`config.mk`:
```
export PLATFORM = sky130hd
export DESIGN_NAME = w1_packer_flat
export DESIGN_NICKNAME = d
export VERILOG_FILES = /design/src/rtl/w1_packer_if.sv /design/src/rtl/w1_packer.sv /design/src/flat_wrapper.sv
export SDC_FILE = /design/constraint.sdc
export NUM_CORES = 1
export LEC_CHECK = 0
export ABC_CLOCK_PERIOD_IN_PS = 7100
export CELL_PAD_IN_SITES_DETAIL_PLACEMENT = 0
export CELL_PAD_IN_SITES_GLOBAL_PLACEMENT = 1
export CORE_MARGIN = 1
export CORE_UTILIZATION = 44
export DETAILED_ROUTE_END_ITERATION = 12
export PLACE_DENSITY = 0.95
export SLEW_MARGIN = 15
export SYNTH_ARGS = -nofsm -noshare
export SYNTH_HDL_FRONTEND = slang
export SYNTH_SLANG_ARGS = --single-unit
```
`constraint.sdc`:
```
create_clock -name clk -period 7.1 [get_ports clk]
set_input_delay 1.42 -clock clk [delete_from_list [all_inputs] [get_ports clk]]
set_output_delay 1.42 -clock clk [all_outputs]
set_load 0.1 [all_outputs]
```
`src/rtl/w1_packer_if.sv`:
```
// Coefficient-in / packed-word-out stream bundle for w1_packer.
// The slave modport is the packer's view; master is the feeding side.
interface w1_packer_if #(
    parameter int SAMPLER_W = 4,
    parameter int SAMPLE_W  = 23,
    parameter int W         = 64
) ();
    logic                          valid_i;
    logic                          ready_i;
    logic [SAMPLER_W*SAMPLE_W-1:0] coeffs_i;
    logic                          valid_o;
    logic                          ready_o;
    logic [W-1:0]                  dout;

    modport master (
        output valid_i, coeffs_i, ready_o,
        input  ready_i, valid_o, dout
    );

    modport slave (
        input  valid_i, coeffs_i, ready_o,
        output ready_i, valid_o, dout
    );
endinterface

```
`src/rtl/w1_packer.sv`:
```
// Packs w1 coefficients (B bits each, little-endian bit order) into 64-bit
// words for the gen_c SHAKE256 absorb, byte 0 of the stream in dout[63:56].
module w1_packer #(
    parameter int SAMPLER_W = 4,
    parameter int SAMPLE_W  = 23,
    parameter int W         = 64
) (
    input  logic       clk,
    input  logic       rst,
    input  logic       start,
    input  logic [2:0] sec_lvl,
    w1_packer_if.slave bus,
    output logic       done,
    output logic       range_err
);
    localparam int BUF_W    = 128;
    localparam int BEAT_MAX = SAMPLER_W * 6;

    localparam logic [1:0] S_IDLE = 2'd0;
    localparam logic [1:0] S_PACK = 2'd1;
    localparam logic [1:0] S_DONE = 2'd2;

    logic [1:0]          state, state_next;
    logic                b6, b6_next;
    logic [9:0]          total_beats, total_beats_next;
    logic [9:0]          in_cnt, in_cnt_next;
    logic [7:0]          total_words, total_words_next;
    logic [7:0]          out_cnt, out_cnt_next;
    logic [BUF_W-1:0]    buffer, buffer_next;
    logic [7:0]          fill, fill_next, base;
    logic [7:0]          beat_bits, beat_bits_next;
    logic                ready_r, ready_next;
    logic                range_err_next;
    logic                push, pop, valid, lane_bad;
    logic [BEAT_MAX-1:0] beat;
    logic                dec_ok, dec_b6;
    logic [9:0]          dec_beats;
    logic [7:0]          dec_words;

    always_comb begin
        dec_ok    = 1'b1;
        dec_b6    = 1'b0;
        dec_beats = 10'd0;
        dec_words = 8'd0;
        case (sec_lvl)
            3'd2: begin dec_b6 = 1'b1; dec_beats = 10'd256; dec_words = 8'd96;  end
            3'd3: begin                dec_beats = 10'd384; dec_words = 8'd96;  end
            3'd5: begin                dec_beats = 10'd512; dec_words = 8'd128; end
            default: dec_ok = 1'b0;
        endcase
    end

    // Range check always looks at the full lane, packing only at the low B bits.
    always_comb begin
        beat     = '0;
        lane_bad = 1'b0;
        for (int j = 0; j < SAMPLER_W; j++) begin
            if (b6)
                beat[j*6 +: 6] = bus.coeffs_i[j*SAMPLE_W +: 6];
            else
                beat[j*4 +: 4] = bus.coeffs_i[j*SAMPLE_W +: 4];
            if (bus.coeffs_i[j*SAMPLE_W +: SAMPLE_W] > (b6 ? SAMPLE_W'(43) : SAMPLE_W'(15)))
                lane_bad = 1'b1;
        end
    end

    assign valid     = (state == S_PACK) && (fill >= 8'd64);
    assign push      = bus.valid_i && ready_r;
    assign pop       = valid && bus.ready_o;
    assign beat_bits = b6 ? 8'(BEAT_MAX) : 8'(SAMPLER_W * 4);
    assign base      = pop ? fill - 8'd64 : fill;

    always_comb begin
        state_next       = state;
        b6_next          = b6;
        total_beats_next = total_beats;
        total_words_next = total_words;
        buffer_next      = (pop ? buffer >> 64 : buffer)
                         | (push ? (BUF_W'(beat) << base) : '0);
        fill_next        = base + (push ? beat_bits : 8'd0);
        in_cnt_next      = in_cnt + 10'(push);
        out_cnt_next     = out_cnt + 8'(pop);
        range_err_next   = range_err | (push & lane_bad);
        case (state)
            S_IDLE: begin
                if (start && dec_ok) begin
                    state_next       = S_PACK;
                    b6_next          = dec_b6;
                    total_beats_next = dec_beats;
                    total_words_next = dec_words;
                    buffer_next      = '0;
                    fill_next        = 8'd0;
                    in_cnt_next      = 10'd0;
                    out_cnt_next     = 8'd0;
                    range_err_next   = 1'b0;
                end
            end
            S_PACK: if (pop && out_cnt_next == total_words) state_next = S_DONE;
            S_DONE: state_next = S_IDLE;
            default: state_next = S_IDLE;
        endcase
        beat_bits_next = b6_next ? 8'(BEAT_MAX) : 8'(SAMPLER_W * 4);
        // Registered ready is evaluated on next-cycle values so it never sees ready_o.
        ready_next = (state_next == S_PACK) && (in_cnt_next < total_beats_next)
                   && (fill_next <= 8'd128 - beat_bits_next);
    end

    always_ff @(posedge clk) begin
        if (rst) begin
            state       <= S_IDLE;
            b6          <= 1'b0;
            total_beats <= 10'd0;
            total_words <= 8'd0;
            buffer      <= '0;
            fill        <= 8'd0;
            in_cnt      <= 10'd0;
            out_cnt     <= 8'd0;
            ready_r     <= 1'b0;
            range_err   <= 1'b0;
        end else begin
            state       <= state_next;
            b6          <= b6_next;
            total_beats <= total_beats_next;
            total_words <= total_words_next;
            buffer      <= buffer_next;
            fill        <= fill_next;
            in_cnt      <= in_cnt_next;
            out_cnt     <= out_cnt_next;
            ready_r     <= ready_next;
            range_err   <= range_err_next;
        end
    end

    always_comb begin
        bus.dout = '0;
        if (valid)
            for (int k = 0; k < W/8; k++)
                bus.dout[W-1-8*k -: 8] = buffer[8*k +: 8];
    end

    assign bus.ready_i = ready_r;
    assign bus.valid_o = valid;
    assign done        = (state == S_DONE);
endmodule
```
`src/flat_wrapper.sv`:
```
// flat-port wrapper written by rule: the top's interface ports become plain ports
module w1_packer_flat 
#(
    parameter int SAMPLER_W = 4,
    parameter int SAMPLE_W  = 23,
    parameter int W         = 64
)
  (clk, rst, start, sec_lvl, done, range_err, bus_valid_i, bus_coeffs_i, bus_ready_o, bus_ready_i, bus_valid_o, bus_dout);
  w1_packer_if #(.SAMPLER_W(SAMPLER_W), .SAMPLE_W(SAMPLE_W), .W(W)) bus_i ();
  input  logic clk;
  input  logic rst;
  input  logic start;
  input  logic [2:0] sec_lvl;
  output logic done;
  output logic range_err;
  input wire logic [$bits(bus_i.valid_i)-1:0] bus_valid_i;
  input wire logic [$bits(bus_i.coeffs_i)-1:0] bus_coeffs_i;
  input wire logic [$bits(bus_i.ready_o)-1:0] bus_ready_o;
  output wire logic [$bits(bus_i.ready_i)-1:0] bus_ready_i;
  output wire logic [$bits(bus_i.valid_o)-1:0] bus_valid_o;
  output wire logic [$bits(bus_i.dout)-1:0] bus_dout;
  assign bus_i.valid_i = bus_valid_i;
  assign bus_i.coeffs_i = bus_coeffs_i;
  assign bus_i.ready_o = bus_ready_o;
  assign bus_ready_i = bus_i.ready_i;
  assign bus_valid_o = bus_i.valid_o;
  assign bus_dout = bus_i.dout;
  w1_packer #(.SAMPLER_W(SAMPLER_W), .SAMPLE_W(SAMPLE_W), .W(W)) u_core (.clk(clk), .rst(rst), .start(start), .sec_lvl(sec_lvl), .bus(bus_i), .done(done), .range_err(range_err));
endmodule
```
## After elaboration in Yosys (flattened, before gate mapping)

Cells that the tools add are included.

| storage, ports and cells | value |
|---|---|
| logic and storage cells | 83 |
| register bits | 177 |

| operators by class | value |
|---|---|
| bitwise logic cells | 3 |
| add/sub/neg operators | 5 |
| multiplexer cells | 39 |
| magnitude comparators | 7 |
| reduce and logical (&&, ||, !) cells | 11 |
| shift-type cells | 1 |
| eq/ne operators | 7 |

Operators with widths:

| cell | count |
|---|---|
| 128-bit two-way mux | 4 |
| 128-bit bitwise OR | 1 |
| 24-bit by 8-bit << shifter with 128-bit output | 1 |
| 23-bit greater-than comparator | 3 |
| 64-bit two-way mux | 1 |
| 8-bit two-way mux | 6 |
| 10-bit two-way mux | 4 |
| 10-bit case mux with 3 select lines | 1 |
| 23-bit by 6-bit greater-than comparator with 1-bit output | 1 |
| 6-bit two-way mux | 3 |
| 4-bit two-way mux | 4 |
| 8-bit case mux with 2 select lines | 1 |
| 10-bit by 1-bit adder with 10-bit output | 1 |
| 10-bit < comparator | 1 |
| 1-bit two-way mux | 10 |
| 8-bit by 1-bit adder with 8-bit output | 1 |
| 8-bit adder | 1 |
| 8-bit equality test | 1 |
| 8-bit by 7-bit >= comparator with 1-bit output, second input constant | 1 |
| 8-bit less-or-equal comparator | 1 |
| 2-bit two-way mux | 4 |
| 8-bit by 7-bit subtractor with 8-bit output, second input constant | 1 |
| 8-bit subtractor, first input constant | 1 |
| 1-bit logical AND | 7 |
| other kinds (11) | 13 |

## Depth between registers and ports, before layout

Gate-level depths: netlist of the first run.

| logic depth | value |
|---|---|
| depth in word-level cells | 11 |
| mapped depth | 16 |
| gate-level depth less buffers | 15 |

## Worst setup path before layout of the first run

Ideal clock, no wire load.

| path | value |
|---|---|
| kind | reg2out |
| from | register u_core.fill[6] |
| to | output port bus_dout[54] |
| arrival time | 2708 ps |
| stages on the path, launching flop included | 7 |
| slack | 2972 ps |
| cells stage by stage | dfxtp_1 > buf_2 > inv_1 > ha_1 > nor2b_1 > clkbuf_1 > and2_1 |

| between the ends | value |
|---|---|
| cells in the longest elaborated chain, start to end | 3 |

Ends and longest elaborated chain:

| what | RTL line | text |
|---|---|---|
| from (decl) | w1_packer.sv:30 | `logic [7:0] fill, fill_next, base;` |
| from (signal assigned) | w1_packer.sv:126 | `fill <= fill_next;` |
| 8-bit by 7-bit >= comparator with 1-bit output | w1_packer.sv:67 | `assign valid = (state == S_PACK) && (fill >= 8'd64);` |
| 1-bit logical AND | w1_packer.sv:67 |  |
| named net bus_valid_o | flat_wrapper.sv:20 | `output wire logic [$bits(bus_i.valid_o)-1:0] bus_valid_o;` |
| 64-bit two-way mux | w1_packer.sv:136 | `if (valid)` |
| to (decl) | flat_wrapper.sv:21 | `output wire logic [$bits(bus_i.dout)-1:0] bus_dout;` |

The timed path passes the listed nets, and every way through them passes these cells.

## Worst setup path after layout of the first run

| path | value |
|---|---|
| from | register u_core.fill[6] |
| to | output port bus_dout[20] |

| between the ends | value |
|---|---|
| cells in the longest elaborated chain, start to end | 3 |

Ends and longest elaborated chain:

| what | RTL line |
|---|---|
| 8-bit by 7-bit >= comparator with 1-bit output | w1_packer.sv:67 |
| 1-bit logical AND | w1_packer.sv:67 |
| 64-bit two-way mux | w1_packer.sv:136 |

No other way between the ends.

==> results of run 1 <==
-- layout make-up --
type	count	area, sq um
Sequential cell	171	3420
Timing Repair Buffer	184	1800
Multi-Input combinational cell	1039	6690
Clock inverter	15	204
Inverter	21	78.8
Tap cell	319	399
Fill cell	2281	10500
Clock buffer	17	425
-- power by group --
part	switching, mW	internal [mW]	total [mW]	leakage, nW
Combinational	0.124	0.0907	0.215	2.75
Sequential	0.00235	0.962	0.964	1.38
Clock	0.471	0.513	0.984	0.301
-- layer usage --
layer	global-route usage	share of wire	up-vias
met5	0	0	-
met4	0.131	0.038	0
met3	0.0724	0.090	85
met2	0.475	0.45	553
met1	0.399	0.42	5179
li1	-	-	5126
-- flip-flops by register name, indices dropped and copies added, names as in the netlist --
register,count
u_core.bus.ready_i,1
u_core.state,2
u_core.total_words,2
u_core.b6,1
u_core.in_cnt,10
u_core.total_beats,10
u_core.buffer,128
u_core.out_cnt,8
u_core.fill,8
u_core.range_err,1
-- tightest hold or removal path: cells and delay by family (launching register included) --
family | cells | cell delay [ns]
simple gates | 2 | 0.09
flops | 1 | 0.31
-- cells by family (layout without fill, tap and decap cells) --
group / after synthesis / in the layout / synth area share
and+or+nand+nor: 541 / 541 / 0.246
AOI/OAI and AO/OA: 369 / 369 / 0.242
DFF: 171 / 171 / 0.323
buffers and inverters: 114 / 237 / 0.0486
muxes: 82 / 82 / 0.0910
adders and majority gates: 29 / 29 / 0.0349
xor gates and xnor gates: 18 / 18 / 0.0149
-- worst max path at each step --
stage                              start            endpoint  slack [ns]
after global placement    u_core.fill[6]         bus_dout[5]        2.59
after floorplan           u_core.fill[6]        bus_dout[54]        2.97
after detailed placement     bus_ready_o  u_core.buffer[126]        2.47
after CTS                 u_core.fill[6]        bus_dout[30]        2.11
final                     u_core.fill[6]        bus_dout[20]        2.19
after global routing      u_core.fill[6]        bus_dout[42]        1.95
-- stage by stage --
| stage | util | std cells |
|---|---|---|
| after floorplan | - | 1324 |
| after global placement | 0.526 | 1734 |
| after detailed placement | 0.526 | 1734 |
| after CTS | 0.553 | 1766 |
| after global routing | 0.553 | 1766 |
| final | 0.553 | 1766 |
-- synth_stat cells, drive strengths merged, types with 7 or more instances --
cell type	number
a211oi	9
a21oi	50
a221o	9
a221oi	13
a22o	9
a22oi	16
a31oi	28
and2	91
and3	11
buf	36
clkbuf	57
dfxtp	171
ha	28
inv	21
mux2	11
mux2i	63
mux4	8
nand2	196
nand2b	16
nand3	37
nand4	7
nor2	91
nor2b	13
nor3	31
nor4	21
o211ai	10
o21a	8
o21ai	67
o221ai	23
o22ai	53
o2bb2ai	7
o31ai	10
or2	8
xnor2	8
xor2	10
==> results.cfg, run 1 <==
[outcome]
status = finished clean

[die]
core.rowCount = 56
core_area_sq_um = 23500
dieArea_sq_um = 24700
die_width_um = 157
top_level_ports = 168
floorplan.die.height_um = 157
start_util = 0.451

[global_route]
gr-usage-all-layers = 0.305
grt_start_max_net_pins = 66
globalRoute.totalOverflow = 0
grt_pass1_vias = 10300
global_route_wire_length_before_repair_um = 57700
antenna_found_initial = 0

[setup_path]
worst_ep_required_time_ns = 5.68
timing.critical_path.depth = 5
register_to_register_setup_slack_ns = 3.30
endpoint_kind = output pin
setup.worst_path.start_class = flip-flop
critical_path_class = reg -> out
critical_path.slowest_cell = clkdlybuf4s50_1
regToRegEndpoint = u_core.buffer[58]
crit_path_max_fanout = 65
crit_family = buffers and inverters
count_of_cells_along_the_worst_register_to_register_path = 6
cp_cell_sequence = inv_1, ha_1, nor2b_4, and2_1, clkdlybuf4s50_1
r2r_startpoint = u_core.fill[0]
max_stage_delay_ns = 1.13
timing.critical_path.buf_inv = 2
cp_data_arrival_time_ns = 3.49

[sta]
layout_min_cycle_time_ns = 4.91
max_slew.worst_pin.slew_ns = 1.17
setup_viol = 0
timing.hold.ws_ns = 0.440
final_min_period_over_clock_period = 0.692
setup_ws_post_layout_ns = 2.19
fin_worst_skew_ns = 0.0133
slew_headroom = 0.223
timing.final.max_slew_violations = 0
top_achievable_clock_speed_ghz = 0.204
rsz0062_at_grt = no
hold_viol = 0
timing.setup.tns_ns = 0

[clock_tree]
clk_latency_ns = 0.45
cts.sink_count = 171
clock-root-buffer = clkbuf_16
clock_path_buffers = 2
ctsHoldBuffers = 0
tritoncts = yes
htree_depth = 4
cts_resized = 0
cts-buffers-inserted = 17
cts.clk_slew.worst_paths_ns = 0.07
cts_setup_buffers = 0

[yosys]
synth.largest_area_cell = dfxtp_1
async_flop_share = 0
synthesis.yosys.warnings = 0
synthDistinctLibCells = 79
synth.top_cell.area_share = 0.323
synth_enable_flop_cells = 0
syn-cell-area_sq_um = 10600
yosysSeqAreaShare = 0.323
net_count_after_synthesis = 1453
syn_avg_cell_area_sq_um = 8.01
synth.ff_latch_count = 171
yosys_most_used_dff = dfxtp_1
postSynthCellCount = 1324
synth.area.top_cells = dfxtp_1 (32%), nand2_1 (6.9%), mux2i_1 (5.8%)

[route]
route.detailed.drc = 0
route.vias.total = 10900
post_drt_wl_per_cell_um = 20.9
via_per_instance_ratio = 6.20
drt_wl_total_um = 37000
drtAntennaViolNets = 0
dr.pass1.iters = 5
drt_first_iter_violations = 979

[finish]
mostFrequentLayoutCell = nand2_1
final_cell_area_sq_um = 13000
areaGrowthSynthToFinish_pct = 22.7
antenna-diode-count = 0
nNetsFinal = 1563
final_cell_mix = nand2_1 (196), dfxtp_1 (170), clkdlybuf4s50_1 (167)
drive_gt1_frac = 0.0608

[min_path]
hold_path_end = u_core.buffer[110]
hold_path.startpoint = u_core.buffer[110]
worst_hold_path.num_cells = 2
hold_path.class = reg -> reg

[power_and_ir_drop]
peakVddDrop_mv = 0.139
power_density_nw_per_um2 = 166
power_leakage_nw = 4.43
total_power_mw = 2.16

[placement]
detailed_place_hpwl_um = 27200
dpl_cell_area_sq_um = 12400
numPortBuffers = 167
post_placement_worst_setup_slack_ns = 2.47
globalplace.congestion = 1.04

[flow_run]
drv_cap = 0
Note: power is estimated with default switching activity, not from simulation.
==> run 2: changes to the inputs <==
- ABC_CLOCK_PERIOD_IN_PS: 7100 -> 4000
- CORE_UTILIZATION: 44 -> 37
- PLACE_DENSITY: 0.95 -> 0.87
- clock period: 7.1 -> 4 ns (I/O delays scaled with it)
==> results.cfg, run 2 (synthesis gave the netlist of run 1 again) <==
[power_and_ir_drop]
switch_share = 0.267
power.internal_mw = 2.86
pwr-share-comb = 0.101
power_leakage_nw = 4.76
p_sw_mw = 1.04
peakVddDrop_mv = 0.185
power_density_nw_per_um2 = 294
sequentialPowerShare = 0.439
clock_power_share = 0.459

[finish]
nNetsFinal = 1602
final_cell_mix = nand2_1 (196), dfxtp_1 (170), buf_4 (121)
largestRegisters = u_core.buffer: 128 flops, u_core.in_cnt: 10 flops, u_core.total_beats: 10 flops
mostFrequentLayoutCell = nand2_1
filler_cell_count = 2801
drive_gt1_frac = 0.130
flip_flop_count_of_the_largest_register_after_layout = 128
final_core_utilization = 0.472
sequential_cell_area_sq_um = 3420
multi_input_area_sq_um = 6690
areaGrowthSynthToFinish_pct = 24.7
antenna-diode-count = 0
regMostFlops = u_core.buffer

[sta]
slew_headroom = 0.255
timing.final.max_slew_violations = 0
fin_worst_skew_ns = 0.0133
top_achievable_clock_speed_ghz = 0.288
setup_viol = 0
final_min_period_over_clock_period = 0.868
layout_min_cycle_time_ns = 3.47
max_slew.worst_pin.slew_ns = 1.12
timing.hold.ws_ns = 0.442
setup_ws_post_layout_ns = 0.527
rsz0062_at_grt = no
hold_viol = 0
timing.setup.tns_ns = 0

[setup_path]
critical_path_class = reg -> out
endpoint_kind = output pin
count_of_cells_along_the_worst_register_to_register_path = 7
cp_data_arrival_time_ns = 2.67
worst_ep_required_time_ns = 3.20
crit_path_max_fanout = 46
register_to_register_setup_slack_ns = 0.77
critical_path.slowest_cell = dfxtp_1
cell_repeated_most_along_the_worst_path = buf_4
cp_cell_sequence = inv_1, ha_1, nor2b_4, buf_4, and2_1, buf_4
r2r_startpoint = u_core.fill[1]
regToRegEndpoint = u_core.buffer[68]
setup.worst_path.start_class = flip-flop
max_stage_delay_ns = 0.48

[global_route]
global_route_wire_length_before_repair_um = 58800
antenna_found_initial = 0
grt_pass1_vias = 10400
globalRoute.totalOverflow = 0
grt_start_max_net_pins = 67
gr-usage-all-layers = 0.259

[min_path]
hold_path.class = reg -> reg
worst_hold_path.num_cells = 2
hold_path.startpoint = u_core.buffer[110]
hold_path_end = u_core.buffer[110]

[placement]
post_placement_worst_setup_slack_ns = 0.205
detailed_place_hpwl_um = 28400
numPortBuffers = 167
globalplace.congestion = 1.03

[route]
post_drt_wl_per_cell_um = 20.4
drtAntennaViolNets = 0
route.vias.total = 11000
via_per_instance_ratio = 5.90
route.detailed.drc = 0
dr.pass1.iters = 9
drt_wl_total_um = 38000
drt_first_iter_violations = 1055

[die]
top_level_ports = 168
die_width_um = 171
core_area_sq_um = 28000
floorplan.die.height_um = 171
dieArea_sq_um = 29400
core.rowCount = 61
start_util = 0.379

[clock_tree]
clk_latency_ns = 0.44
cts.clk_slew.worst_paths_ns = 0.07
cts_setup_buffers = 0
htree_depth = 4
clock-root-buffer = clkbuf_16
cts_resized = 0
ctsHoldBuffers = 0
clock_path_buffers = 2
cts.sink_count = 171
cts-buffers-inserted = 17
tritoncts = yes

[outcome]
status = finished clean

[flow_run]
drv_cap = 0
-- run 2: cell types whose count changed in the layout (fill, tap and decap cells not counted) --
cell / previous run / this run
buf_4: 17 / 121
clkdlybuf4s50_1: 167 / 102
clkinv_8: 5 / 3
bufinv_16: 1 / 2
clkbuf_8: 0 / 1
clkinv_4: 2 / 3
clkinvlp_4: 1 / 0
inv_12: 1 / 0
inv_8: 3 / 4
nor2_1: 89 / 88
nor2_2: 2 / 3
-- run 2: layer usage --
metal / global-route usage / part of all wire / vias to the layer above
met5: 0 / 0 / -
met4: 0.101 / 0.033 / 0
met3: 0.0393 / 0.066 / 86
met2: 0.424 / 0.46 / 464
met1: 0.343 / 0.44 / 5258
li1: - / - / 5193
-- run 2: power by group through the flow --
stage | clock (mW) | sequential (mW) | combinational, mW
floorplan | 0 | 1.76 | 0.175
global placement | 0 | 1.75 | 0.384
detailed placement | 0 | 1.75 | 0.386
CTS | 1.81 | 1.71 | 0.388
global route | 1.88 | 1.71 | 0.419
finish | 1.79 | 1.71 | 0.395
-- run 2: worst max-delay path: cells and delay by family (launching register included) --
kind | cells | cell delay (ns)
and+or+nand+nor | 2 | 0.58
buffers and inverters | 3 | 0.89
DFF | 1 | 0.48
adders and majority gates | 1 | 0.28
-- run 2: worst max path at each step --
stage | slack, ns | endpoint | cells after the start | start
after floorplan | 0.49 | bus_dout[54] | 6 | u_core.fill[6]
after global placement | 0.33 | u_core.bus.ready_i | 16 | bus_valid_i
after detailed placement | 0.21 | u_core.bus.ready_i | 16 | bus_valid_i
after CTS | 0.49 | bus_dout[44] | 6 | u_core.fill[6]
after global routing | 0.29 | u_core.bus.ready_i | 16 | bus_valid_i
final | 0.53 | bus_dout[44] | 6 | u_core.fill[6]
-- run 2: final cells by class --
class,instances,share of cell area
Clock buffer,18,0.0332
Clock inverter,14,0.0149
Inverter,21,0.00596
Multi-Input combinational cell,1039,0.506
Sequential cell,171,0.259
Tap cell,378,0.0357
Timing Repair Buffer,223,0.146
-- run 2: per-stage QoR --
step	power, mW	cell area [sq um]	cells
final	3.90	13200	1864
after global routing	4.01	13200	1864
after CTS	3.91	13200	1864
after detailed placement	2.14	12600	1832
after global placement	2.14	12600	1832
after floorplan	1.93	10600	1324
==> run 3: changes to the inputs <==
- REMOVE_ABC_BUFFERS: not set -> 1
==> results.cfg, run 3 (synthesis gave the netlist of run 1 again) <==
[outcome]
status = finished clean

[global_route]
gr-usage-all-layers = 0.266
grt_pass1_vias = 10600
grt_start_max_net_pins = 67
globalRoute.totalOverflow = 0
antenna_found_initial = 0
global_route_wire_length_before_repair_um = 59900

[power_and_ir_drop]
switch_share = 0.258
p_sw_mw = 1.00
total_power_mw = 3.89
power_leakage_nw = 4.81
clock_power_share = 0.456
power.internal_mw = 2.88
peakVddDrop_mv = 0.270
sequentialPowerShare = 0.440
power_density_nw_per_um2 = 292
pwr-share-comb = 0.103

[sta]
slew_headroom = 0.330
final_min_period_over_clock_period = 0.827
layout_min_cycle_time_ns = 3.31
setup_viol = 0
setup_ws_post_layout_ns = 0.691
timing.hold.ws_ns = 0.438
max_slew.worst_pin.slew_ns = 1.00
rsz0062_at_grt = no
fin_worst_skew_ns = 0.0168
timing.final.max_slew_violations = 0
hold_viol = 0
top_achievable_clock_speed_ghz = 0.302

[finish]
filler_cell_count = 2737
mostFrequentLayoutCell = nand2_1
antenna-diode-count = 0
final_core_utilization = 0.475
flip_flop_count_of_the_largest_register_after_layout = 128
final_cell_mix = nand2_1 (196), dfxtp_1 (170), buf_4 (129)
nNetsFinal = 1612
largestRegisters = u_core.buffer: 128 flops, u_core.in_cnt: 10 flops, u_core.total_beats: 10 flops
drive_gt1_frac = 0.136
regMostFlops = u_core.buffer
areaGrowthSynthToFinish_pct = 25.4
instances_no_fill = 1874

[min_path]
worst_hold_path.num_cells = 2
hold_path.class = reg -> reg
hold_path_end = u_core.buffer[111]
hold_path.startpoint = u_core.buffer[111]

[setup_path]
worst_ep_required_time_ns = 4.33
r2r_startpoint = u_core.fill[0]
register_to_register_setup_slack_ns = 0.76
setup.worst_path.start_class = input pin
critical_path.slowest_cell = clkdlybuf4s50_1
max_stage_delay_ns = 0.47
cell_repeated_most_along_the_worst_path = ha_1
cp_cell_sequence = clkdlybuf4s50_1, nand2_1, inv_1, ha_1, ha_1, nand3_1, nor2_1, nand3_1, xor2_1, nor2_1, ha_1, nand4_1, a21oi_1, nor3_1, nand2_1, a2111oi_0
endpoint_kind = flip-flop
regToRegEndpoint = u_core.buffer[68]
critical_path_class = in -> reg
cp_data_arrival_time_ns = 3.64
crit_path_max_fanout = 5
count_of_cells_along_the_worst_register_to_register_path = 7

[route]
drtAntennaViolNets = 0
route.detailed.drc = 0
post_drt_wl_per_cell_um = 20.7
via_per_instance_ratio = 5.89
drt_first_iter_violations = 1075
dr.pass1.iters = 5
drt_wl_total_um = 38800
route.vias.total = 11000

[flow_run]
drv_cap = 0

[placement]
numPortBuffers = 167
numPlacedInstances = 1842
post_placement_worst_setup_slack_ns = 0.218
detailed_place_hpwl_um = 29000
globalplace.congestion = 1.02

[die]
floorplan.die.height_um = 171
core_area_sq_um = 28000
die_width_um = 171
top_level_ports = 168
start_util = 0.379
dieArea_sq_um = 29400
core.rowCount = 61

[clock_tree]
ctsHoldBuffers = 0
cts-buffers-inserted = 17
clock-root-buffer = clkbuf_16
htree_depth = 4
clock_path_buffers = 2
cts.sink_count = 171
cts.clk_slew.worst_paths_ns = 0.07
cts_setup_buffers = 0
tritoncts = yes
clk_latency_ns = 0.45
cts_resized = 0
-- run 3: cell types whose count changed in the layout (fill, tap and decap cells not counted), sizes merged --
cell	before	now
buf	121	131
bufinv	2	3
clkbuf	18	17
clkinv	6	4
clkinvlp	0	1
inv	27	28
-- run 3: worst max path at each step --
| stage | end | from | cells past startpoint | slack [ns] |
|---|---|---|---|---|
| detailed placement | u_core.bus.ready_i | bus_valid_i | 16 | 0.22 |
| global placement | u_core.bus.ready_i | bus_valid_i | 16 | 0.32 |
| CTS | u_core.bus.ready_i | bus_valid_i | 16 | 0.70 |
| global route | u_core.bus.ready_i | bus_valid_i | 16 | 0.22 |
| floorplan | u_core.state[0] | u_core.fill[6] | 12 | -1.40 |
| finish | u_core.bus.ready_i | bus_valid_i | 16 | 0.69 |
-- run 3: routing by layer --
metal	wire (um)	share of wire	global-route usage
met5	0	0	0
met4	1570	0.040	0.118
met3	2430	0.063	0.0421
met1	16700	0.43	0.344
met2	18000	0.46	0.436
-- run 3: power by group through the flow --
| stage | Combinational [mW] | Clock, mW | Sequential, mW |
|---|---|---|---|
| 3_3_place_gp | 0.390 | 0 | 1.75 |
| 5_1_grt | 0.425 | 1.86 | 1.71 |
| 6_report | 0.402 | 1.77 | 1.71 |
| 4_1_cts | 0.396 | 1.78 | 1.71 |
| 2_1_floorplan | 0.159 | 0 | 1.76 |
| 3_5_place_dp | 0.393 | 0 | 1.75 |
-- run 3: layout make-up --
type                       count  area [sq um]  area share
tap                          378           473      0.0355
multi-input combinational   1039          6690       0.503
inverter                      21          78.8     0.00592
clock inverter                15           185      0.0139
timing repair buffer         233          2030       0.153
clock buffer                  17           425      0.0320
sequential                   171          3420       0.257
-- run 3: worst max-delay path: cells and delay by family --
family	cells	cell delay, ns
and+or+nand+nor	8	0.97
adders and majority gates	3	0.70
xor gates and xnor gates	1	0.18
buffers and inverters	2	0.59
AOI/OAI and AO/OA	2	0.39
-- run 3: per-stage QoR --
stage	area [sq um]	TNS, ns
detailed placement	12700	0
floorplan	10200	-150.96
CTS	13300	0
global placement	12700	0
global route	13300	0
finish	13300	0
